`src/rtl/calc_pkg.sv`:
```
// Shared constants and helpers for the binary calculator datapath.
//   clog2        : ceiling log2 used to size select/index fields
//   MAX_CHANNELS : upper bound on operand channels for any arbiter
//   ARB_RR/FIXED : arbitration mode encodings shared by all arbiters
package calc_pkg;

    localparam int unsigned MAX_CHANNELS = 16;

    localparam logic ARB_RR    = 1'b1;
    localparam logic ARB_FIXED = 1'b0;

    // Ceiling log2; returns 0 for n <= 1.
    function automatic int unsigned clog2(input int unsigned n);
        int unsigned r;
        int unsigned v;
        r = 0;
        v = (n > 0) ? n - 1 : 0;
        while (v > 0) begin
            r = r + 1;
            v = v >> 1;
        end
        return r;
    endfunction

endpackage

```
`src/rtl/rr_arbiter.sv`:
```
// Combinational arbiter: round-robin (search starts after i_ptr, wrapping)
// or fixed priority (lowest index wins), selected by i_mode.
//   i_req     : per-channel request vector
//   i_ptr     : index of the last granted channel (RR mode only)
//   i_mode    : ARB_RR or ARB_FIXED
//   i_enable  : when low, no grant is issued
//   o_grant_c : one-hot grant
//   o_idx_c   : encoded index of the granted channel
//   o_valid_c : a grant was issued
module rr_arbiter
    import calc_pkg::*;
#(
    parameter  int unsigned CHANNELS = 4,
    localparam int unsigned SELW     = (clog2(CHANNELS) < 1) ? 1 : clog2(CHANNELS)
) (
    input  logic [CHANNELS-1:0] i_req,
    input  logic [SELW-1:0]     i_ptr,
    input  logic                i_mode,
    input  logic                i_enable,
    output logic [CHANNELS-1:0] o_grant_c,
    output logic [SELW-1:0]     o_idx_c,
    output logic                o_valid_c
);

    logic [SELW-1:0] w_cand;

    // Priority search; the first hit freezes the result.
    always_comb begin
        o_grant_c = '0;
        o_idx_c   = '0;
        o_valid_c = 1'b0;
        w_cand    = '0;
        if (i_enable) begin
            if (i_mode == ARB_RR) begin
                for (int unsigned k = 1; k <= CHANNELS; k++) begin
                    w_cand = SELW'((32'(i_ptr) + k) % CHANNELS);
                    if (!o_valid_c && i_req[w_cand]) begin
                        o_valid_c = 1'b1;
                        o_idx_c   = w_cand;
                    end
                end
            end else begin
                for (int unsigned i = 0; i < CHANNELS; i++) begin
                    if (!o_valid_c && i_req[i]) begin
                        o_valid_c = 1'b1;
                        o_idx_c   = SELW'(i);
                    end
                end
            end
            if (o_valid_c) begin
                o_grant_c[o_idx_c] = 1'b1;
            end
        end
    end

endmodule

```
`src/rtl/rr_operand_mux.sv`:
```
// N-channel operand selector: arbitrates among valid sources and passes the
// winner through one registered output stage with valid/ready on both sides.
//   clk, rst_n           : clock, async active-low reset
//   in_data/in_valid     : packed channel data (channel i at [i*WIDTH +: WIDTH])
//   in_ready             : per-channel accept, at most one bit high
//   force_en/force_sel   : restrict eligibility to a single channel
//   out_data/out_sel     : registered winner data and its channel index
//   out_valid/out_ready  : output handshake
module rr_operand_mux
    import calc_pkg::*;
#(
    parameter  int unsigned WIDTH    = 4,
    parameter  int unsigned CHANNELS = 4,
    parameter  bit          RR_MODE  = 1'b1,
    localparam int unsigned SELW     = (clog2(CHANNELS) < 1) ? 1 : clog2(CHANNELS)
) (
    input  logic                      clk,
    input  logic                      rst_n,
    input  logic [CHANNELS*WIDTH-1:0] in_data,
    input  logic [CHANNELS-1:0]       in_valid,
    output logic [CHANNELS-1:0]       in_ready,
    input  logic                      force_en,
    input  logic [SELW-1:0]           force_sel,
    output logic [WIDTH-1:0]          out_data,
    output logic [SELW-1:0]           out_sel,
    output logic                      out_valid,
    input  logic                      out_ready
);

    if (CHANNELS < 2 || CHANNELS > MAX_CHANNELS) begin : g_bad_channels
        $error("rr_operand_mux: CHANNELS out of range");
    end

    logic [SELW-1:0]       r_ptr;
    logic [WIDTH-1:0]      r_data;
    logic [SELW-1:0]       r_sel;
    logic                  r_valid;

    logic                  w_load_en;
    logic [CHANNELS-1:0]   w_force_mask;
    logic [CHANNELS-1:0]   w_req;
    logic [CHANNELS-1:0]   w_grant;
    logic [SELW-1:0]       w_idx;
    logic                  w_gnt_valid;
    logic                  w_xfer;
    logic [WIDTH-1:0]      w_sel_data;

    // Output stage can take a word when empty or draining this cycle.
    assign w_load_en = !r_valid || out_ready;

    // Decode force_sel; an index >= CHANNELS matches no bit, so no grant.
    always_comb begin
        w_force_mask = '0;
        for (int unsigned i = 0; i < CHANNELS; i++) begin
            w_force_mask[i] = (force_sel == SELW'(i));
        end
    end

    assign w_req = force_en ? (in_valid & w_force_mask) : in_valid;

    // Gating with rst_n keeps in_ready low for the whole reset assertion.
    rr_arbiter #(
        .CHANNELS (CHANNELS)
    ) u_arb (
        .i_req     (w_req),
        .i_ptr     (r_ptr),
        .i_mode    (RR_MODE ? ARB_RR : ARB_FIXED),
        .i_enable  (w_load_en && rst_n),
        .o_grant_c (w_grant),
        .o_idx_c   (w_idx),
        .o_valid_c (w_gnt_valid)
    );

    assign in_ready = w_grant;
    assign w_xfer   = w_gnt_valid && |(in_valid & w_grant);

    // One-hot AND-OR data mux.
    always_comb begin
        w_sel_data = '0;
        for (int unsigned i = 0; i < CHANNELS; i++) begin
            if (w_grant[i]) begin
                w_sel_data = w_sel_data | in_data[i*WIDTH +: WIDTH];
            end
        end
    end

    // Output register and round-robin pointer.
    always_ff @(posedge clk or negedge rst_n) begin
        if (!rst_n) begin
            r_ptr   <= SELW'(CHANNELS - 1);
            r_data  <= '0;
            r_sel   <= '0;
            r_valid <= 1'b0;
        end else if (w_load_en) begin
            if (w_xfer) begin
                r_data  <= w_sel_data;
                r_sel   <= w_idx;
                r_valid <= 1'b1;
                if (RR_MODE) begin
                    r_ptr <= w_idx;
                end
            end else begin
                r_valid <= 1'b0;
            end
        end
    end

    assign out_data  = r_data;
    assign out_sel   = r_sel;
    assign out_valid = r_valid;

endmodule

```
`config.mk`:
```
export PLATFORM = sky130hd
export DESIGN_NAME = rr_operand_mux
export DESIGN_NICKNAME = d
export VERILOG_FILES = /design/src/rtl/calc_pkg.sv /design/src/rtl/rr_arbiter.sv /design/src/rtl/rr_operand_mux.sv
export SDC_FILE = /design/constraint.sdc
export NUM_CORES = 1
export LEC_CHECK = 0
export ABC_AREA = 1
export CORE_UTILIZATION = 41
export DETAILED_ROUTE_END_ITERATION = 8
export PLACE_DENSITY_LB_ADDON = 0.05
export SYNTH_ARGS = -nofsm -noshare
export SYNTH_HDL_FRONTEND = slang
export SYNTH_SLANG_ARGS = --single-unit
```
`constraint.sdc`:
```
create_clock -name clk -period 2.5 [get_ports clk]
set_input_delay 0.625 -clock clk [delete_from_list [all_inputs] [get_ports clk]]
set_output_delay 0.625 -clock clk [all_outputs]
set_load 0.05 [all_outputs]
```
==> impl_results.md, run 1 <==
- Antenna cell count: 0
- PortBufs: 36
- Vias in the first global route: a little over 1000
- Global-route wire length before repair: about 4000 µm
- Most common cell in the netlist: nand2_1
- DRC Markers: 0
- WP data required: between 1.5 and 2 ns
- Clock Sinks: 9
- Routed length on met3: approximately 170 µm
- Number of synthesized flops with an enable pin: 0
- Gr ovfl total: 0
- Failing checks: setup timing
- GRT Total Usage: between 20% and 30%
- Layout cell share with drive strength beyond 1: 42.7%
- Most frequent cells after synthesis: 50 x nand2_1, 11 x nand3_1, 10 x nand4_1
- Initial Util: between 40% and 50%
- Maxcap violations: 0
- Syn. warnings: 0
- Combinational Power Share: 83.9%
- Clock Latency Late Sink: approximately 0.26 ns
- Final setup fails: 4
- WP data arrival: around 2.2 ns
- Largest net degree at the start of global routing: 10
- Synth area leader: nand2_1
- PD cells: about 1600 mW/mm²
- Max transition margin: 65.8%
- NumNets Final: between 200 and 250
- CTS H-Tree Depth: 1
- Tot Pwr: between 2 and 3 mW
- CP dominant cell by count: nand3_4
- Clock transition at path regs: around 0.070 ns
- Hold-fix buffers, CTS: 0
- CP max stage delay: between 0.6 and 0.7 ns
- Top cells by area, synth: nand2_1 22%, dfrtp_1 21%, nand4_1 7.4%
- Ys async rst share: 100%
- Switching share of total power: between 50% and 60%
- WL/cell: roughly 15 µm
- Io pins: 37
- Avg Cell Area, Syn: roughly 6.7 µm²
- Post-synth top area share: 22.3%
- CP Depth: 10
- Maximum clock rate: 352 MHz
- Final slew viol count: 0
- Final wirelength: between 3000 and 4000 µm
- Post-DP Area: between 0.001 and 0.0015 mm²
- Sequential Power Share: between 10% and 20%
- Worst-Margin Slew: between 0.5 and 0.6 ns
- Slowest cell on crit path: dfstp_2
- Worst path cell trace: clkinv_4 > nand3_4 > nand3_1 > nand2_1 > nand4_1 > nand2_2 > buf_6 > nand3_4 > nor2_4 > buf_12
- Worst reg-to-reg path cell count: 13
- Core area: roughly 0.002 mm²
- Synth Register Bits: 9
- Setup CP Type: flip-flop to primary output
- Maximum clock insertion buffer count: 2
- Hold depth: 2
- Vias: ~1100
- Routed wl met2: about 1600 µm
- Startpoint Class: flip-flop
- Initial antenna violation count: 0
- Syn nets: about 150
- Placer Congestion: 0.792
- Multi-input gate area in the final layout: between 700 and 800 µm²
- Die H: 47.4 µm
- Period utilization: 114%
- Area Overhead vs Synth: 95.0%
- Syn Inst Count: between 100 and 150
- Num rows: 16
- Die X: 47.4 µm
- Buf+Inv Stages, Crit Path: 3
- Drt first pass iters: 4
- Filler Cell Count: slightly above 100
- Most used DFF post-synth: dfrtp_1
- Post-route cell area: 0.00164 mm²
- Die area: ~0.0022 mm²
- Number of CTS-inserted buffers: 3
- Crit path time final: ~2.8 ns
- Delay-heaviest family, CP: simple AND/OR/NAND/NOR gates
- NetSw: between 1 and 1.5 mW
- Crit path capture type: primary output
- Post-DRT Antenna Nets: 0
- Count of different cell masters after synthesis: 19
- Seq/Total Area, Yosys: a little over a quarter
- Hold/Removal Path Class: flip-flop to flip-flop
- Max layer used: met4
- HPWL after DPL: between 1500 and 2000 µm
- Int Pwr: 1.19 mW
- DR vias/cell: 5.21
- Metal1 wirelength: 1290 µm
- Maximum VDD drop: ~1.2 mV
- Status: finished, violations left
- Lkg Pwr: 0.774 nW
- Root buf cell: clkbuf_4
- Clock tree from TritonCTS: done
- Final hold vios: 0
- Setup Skew: between 0.002 and 0.0025 ns
- DRT iter0 DRCs: 36
- Mapped Area: between 800 and 900 µm²
- RSZ-0062 raised after global routing: yes
- Crit Path Max Fanout: 6
- Clk pwr share: 4.4%
- Final WS setup: -0.343 ns
- FF+latch area: about 230 µm²
logic make-up (layout without fill, tap and decap cells):
logic type	count (synthesis)	in the layout	share of synthesized area [%]
compound gates	8	8	6.08
xor+xnor	1	1	1.93
buf+inv	10	69	4.45
flops	9	9	27.0
simple gates	98	98	60.5
power by group through the flow:
stage / registers [mW] / logic [mW] / clock network [mW]
after CTS: 0.308 / 2.02 / 0.120
after global routing: 0.321 / 2.37 / 0.127
after detailed placement: 0.294 / 1.75 / 0
final: 0.314 / 2.24 / 0.116
after floorplan: 0.480 / 0.951 / 0
after global placement: 0.291 / 1.72 / 0
layout make-up:
| cell class | count | share of cell area, % |
|---|---|---|
| Clock buffer | 4 | 1.60 |
| Inverter | 10 | 2.74 |
| Multi-Input combinational cell | 107 | 47.1 |
| Sequential cell | 9 | 13.9 |
| Tap cell | 27 | 2.05 |
| Timing Repair Buffer | 55 | 32.6 |
cells in the final DEF, fill, tap and decap left out, types with 3 or more instances in the layout:
cell	synthesis	routed
nand2_2	5	6
nand4_1	10	10
nor2_4	3	6
buf_12	0	4
nand3_2	6	10
buf_4	0	17
dfrtp_1	7	7
clkdlybuf4s50_1	0	25
o21ai_0	4	4
nand3_4	1	6
nor2_1	9	5
dlygate4sd2_1	0	4
nand2_4	2	10
clkbuf_4	0	3
nand2_1	50	41
inv_1	6	6
metal layers:
| metal | track usage, % | up-vias |
|---|---|---|
| met5 | 0 | - |
| met4 | 1.71 | 0 |
| met3 | 7.31 | 10 |
| met2 | 50.1 | 49 |
| met1 | 27.8 | 507 |
| li1 | - | 539 |
state kept, by name, indices dropped and copies added, names as in the netlist:
name,count
r_ptr,2
out_sel,2
out_data,4
out_valid,1
worst register-to-register path, cell delays in order, from the launching register on:
cell      delay, ns
dfstp_2        0.69
clkinv_4       0.15
nand3_2        0.14
buf_4          0.12
a21oi_1        0.06
a21oi_2        0.16
nand2_2        0.11
a21oi_4        0.24
nor2_4         0.08
buf_4          0.15
nand2_1        0.05
nand2_1        0.05
nor2_1         0.10
nand2_1        0.07
final timing paths:
path	slack, ns	from	endpoint
min in group asynchronous	0.66	rst_n	out_sel[1]
max	-0.34	r_ptr[0]	in_ready[3]
min reg2reg	0.48	out_sel[0]	out_sel[0]
max in group asynchronous	1.62	rst_n	r_ptr[1]
max reg2reg	0.21	r_ptr[0]	out_data[2]
min	0.48	out_sel[0]	out_sel[0]
timing repair:
| action | CTS | global route |
|---|---|---|
| pin swaps | 22 | 17 |
| buffers inserted | 8 | 0 |
| endpoints found under the setup margin | 6 | 4 |
| resized for setup | 45 | 15 |
per-stage QoR:
step	setup TNS [ns]	std cells	hold slack [ns]	setup slack (ns)	util (%)
floorplan	-0.259	126	0.329	-0.129	-
global placement	-2.72	200	0.460	-0.495	70.3
detailed placement	-3.52	200	0.467	-0.584	70.3
CTS	-0.764	212	0.486	-0.198	81.3
global route	-1.54	212	0.505	-0.412	84.7
finish	-1.25	212	0.481	-0.343	84.7
Note: power is estimated with default switching activity, not from simulation.
==> run 2, diff against run 1 <==
- SETUP_SLACK_MARGIN: unset -> 0.15
==> run 2 against run 1 <==
Against the previous run: the run still ends with setup timing left; sequential power down 4%; sequential cell count unchanged; critical endpoint is now in_ready[1]; total power down 1.0%; largest cell class unchanged; die area unchanged; combinational power about the same; highest routed layer unchanged; clock-buffer cell count unchanged; clock power about the same; cell area down 1.6%.
==> impl_results.md, run 2 (synthesized netlist as in run 1, its figures left out) <==
- Status: finished, violations left
- Failing checks: setup timing
- Maximum clock rate: 369 MHz (+4.9%)
- Period utilization: 108% (-5.3 points)
- Global-route wire length before repair: 4170 µm (+5.4%)
- Clock Sinks: 9 (unchanged)
- DRC Markers: 0 (unchanged)
- Lkg Pwr: 0.759 nW (-1.9%)
- Post-DP Area: 0.00148 mm² (+8.4%)
- Core area: 0.00194 mm² (unchanged)
- Antenna cell count: 0 (unchanged)
- Terminus of the critical flop-to-flop path: out_data[0]
- Worst reg-to-reg path cell count: 14 (+1)
- Startpoint Class: flip-flop
- Hold/Removal Path Class: flip-flop to flip-flop
- Setup Skew: 0.00440 ns (+0.00201 ns)
- Die area: 0.00224 mm² (unchanged)
- Clk pwr share: 4.3% (about the same)
- Io pins: 37 (unchanged)
- Drt first pass iters: 4 (unchanged)
- NetSw: 1.43 mW (-2.9%)
- Largest net degree at the start of global routing: 10 (unchanged)
- DR vias/cell: 5.15 (-1.2%)
- PortBufs: 36 (unchanged)
- Die X: 47.4 µm (unchanged)
- Cell Count, Final, Fillers Out: 211 (-0.47%)
- Switching share of total power: 54.3% (-1.1 points)
- Commonest non-fill, non-tap cell in the layout: nand2_1
- Vias: 1087 (-1.6%)
- NumNets Final: 211 (-0.47%)
- Maximum VDD drop: 1.17 mV (-2.9%)
- Placer Congestion: 0.834 (+5.3%)
- Combinational Power Share: 84.3% (+0.4 points)
- Reg2Reg Launch Point: r_ptr[0]
- Initial antenna violation count: 0 (unchanged)
- Setup CP Type: flip-flop to primary output
- Layout cell share with drive strength beyond 1: 41.8% (-0.85 points)
- WL/cell: 13.3 µm (-8.8%)
- Worst Setup SP: r_ptr[0]
- Crit path time final: 2.71 ns (-0.133 ns)
- Fin util: 83.3% (-1.4 points)
- WP data arrival: 2.09 ns (-0.13 ns)
- Tot Pwr: 2.64 mW (-1.0%)
- Area Overhead vs Synth: 91.8%
- CTS H-Tree Depth: 1 (unchanged)
- HPWL after DPL: 2110 µm (+6.6%)
- WP data required: 1.88 ns (about the same)
- Initial Util: 43.4% (unchanged)
- Die H: 47.4 µm (unchanged)
- Maximum clock insertion buffer count: 2 (unchanged)
- Worst-Margin Slew: 0.502 ns (-0.0101 ns)
- Worst setup endpoint: in_ready[1]
- R2R setup slack: 0.27 ns (+0.06 ns)
- Clock tree from TritonCTS: done
- Maxcap violations: 0 (unchanged)
- Post-route cell area: 0.00162 mm² (-1.6%)
- Place WS: -0.583 ns (+0.000946 ns)
- Clock Latency Late Sink: 0.26 ns (about the same)
- RSZ-0062 raised after global routing: yes
- Num rows: 16 (unchanged)
- Number of CTS-inserted buffers: 3 (unchanged)
- Clock transition at path regs: 0.06 ns (about the same)
- DRT iter0 DRCs: 30 (-17%)
- Root buf cell: clkbuf_4
- Final wirelength: 2810 µm (-9.2%)
- Final WS setup: -0.211 ns (+0.133 ns)
- Most frequent cells in the layout: 42 x nand2_1, 25 x clkdlybuf4s50_1, 17 x buf_4, 10 x nand3_2, 10 x nand4_1
- Max transition margin: 66.4% (+0.68 points)
- Setup tns final: -0.732 ns (+0.515 ns)
- Gr ovfl total: 0 (unchanged)
- Sequential Power Share: 11.4% (-0.4 points)
- Largest register FFs: 4 (unchanged)
- Post-Place Cells: 200 (unchanged)
- Final slew viol count: 0 (unchanged)
- Final setup fails: 4 (unchanged)
- PD cells: 1630 mW/mm² (+0.59%)
- Crit Path Max Fanout: 4 (-2)
- Crit path capture type: primary output
- Post-DRT Antenna Nets: 0 (unchanged)
- Final hold vios: 0 (unchanged)
- Worst Hold Slack: 0.484 ns (+0.00353 ns)
- Int Pwr: 1.21 mW (+1.4%)
- Vias in the first global route: 1009 (+0.30%)
- GRT Total Usage: 27.3% (+1.8 points)
run 2: changes by cell type in the layout (fill, tap and decap cells not counted):
cell,before,now
nor2_2,2,1
nand2_2,6,9
nand2_4,10,6
nand3_1,2,1
nand3_4,6,7
nand2_1,41,42
buf_2,2,3
inv_2,2,3
buf_6,2,0
clkdlybuf4s15_2,1,0
clkinv_4,1,0
nor2_1,5,6
buf_12,4,5
run 2: timing repair:
item | in CTS | in global routing
pin swaps | 11 | 4
setup endpoints to repair | 9 | 4
hold buffers | 0 | 0
setup buffers | 6 | 1
resized for setup | 27 | 2
run 2: layout make-up:
class	count	area [µm²]
Multi-Input combinational cell	107	762
Tap cell	27	33.8
Fill cell	123	324
Inverter	10	40.0
Timing Repair Buffer	54	528
Sequential cell	9	228
Clock buffer	4	26.3
run 2: worst min-delay path by stage:
stage / startpoint / end / slack (ns) / depth (start not counted)
after floorplan: rst_n / out_data[0] / 0.33 / 0
after global routing: out_sel[0] / out_sel[0] / 0.51 / 2
after global placement: out_sel[0] / out_sel[0] / 0.46 / 2
after CTS: out_sel[0] / out_sel[0] / 0.49 / 2
after detailed placement: out_sel[1] / out_sel[1] / 0.47 / 2
final: out_sel[0] / out_sel[0] / 0.48 / 2
run 2: layer usage:
metal | wire [µm] | global-route usage (%)
met2 | 1520 | 47.4
met4 | 28 | 11.4
met3 | 151 | 4.23
met1 | 1110 | 33.1
met5 | 0 | 0
run 2: critical path: stages, from the launching register on:
cell and delay, ns:
dfstp_2 0.59, buf_4 0.16, nand3_2 0.11, nand2_1 0.10, nand2_1 0.07, nand2_1 0.10, nand4_1 0.13, nand2_2 0.14
nand3_4 0.11, nor2_4 0.16, buf_12 0.15
run 2: power by group through the flow:
| stage | clock network, mW | logic (mW) | registers [mW] |
|---|---|---|---|
| after floorplan | 0 | 1.11 | 0.496 |
| after global placement | 0 | 1.87 | 0.308 |
| after detailed placement | 0 | 1.92 | 0.317 |
| after CTS | 0.114 | 2.16 | 0.300 |
| after global routing | 0.122 | 2.37 | 0.312 |
| final | 0.113 | 2.22 | 0.302 |
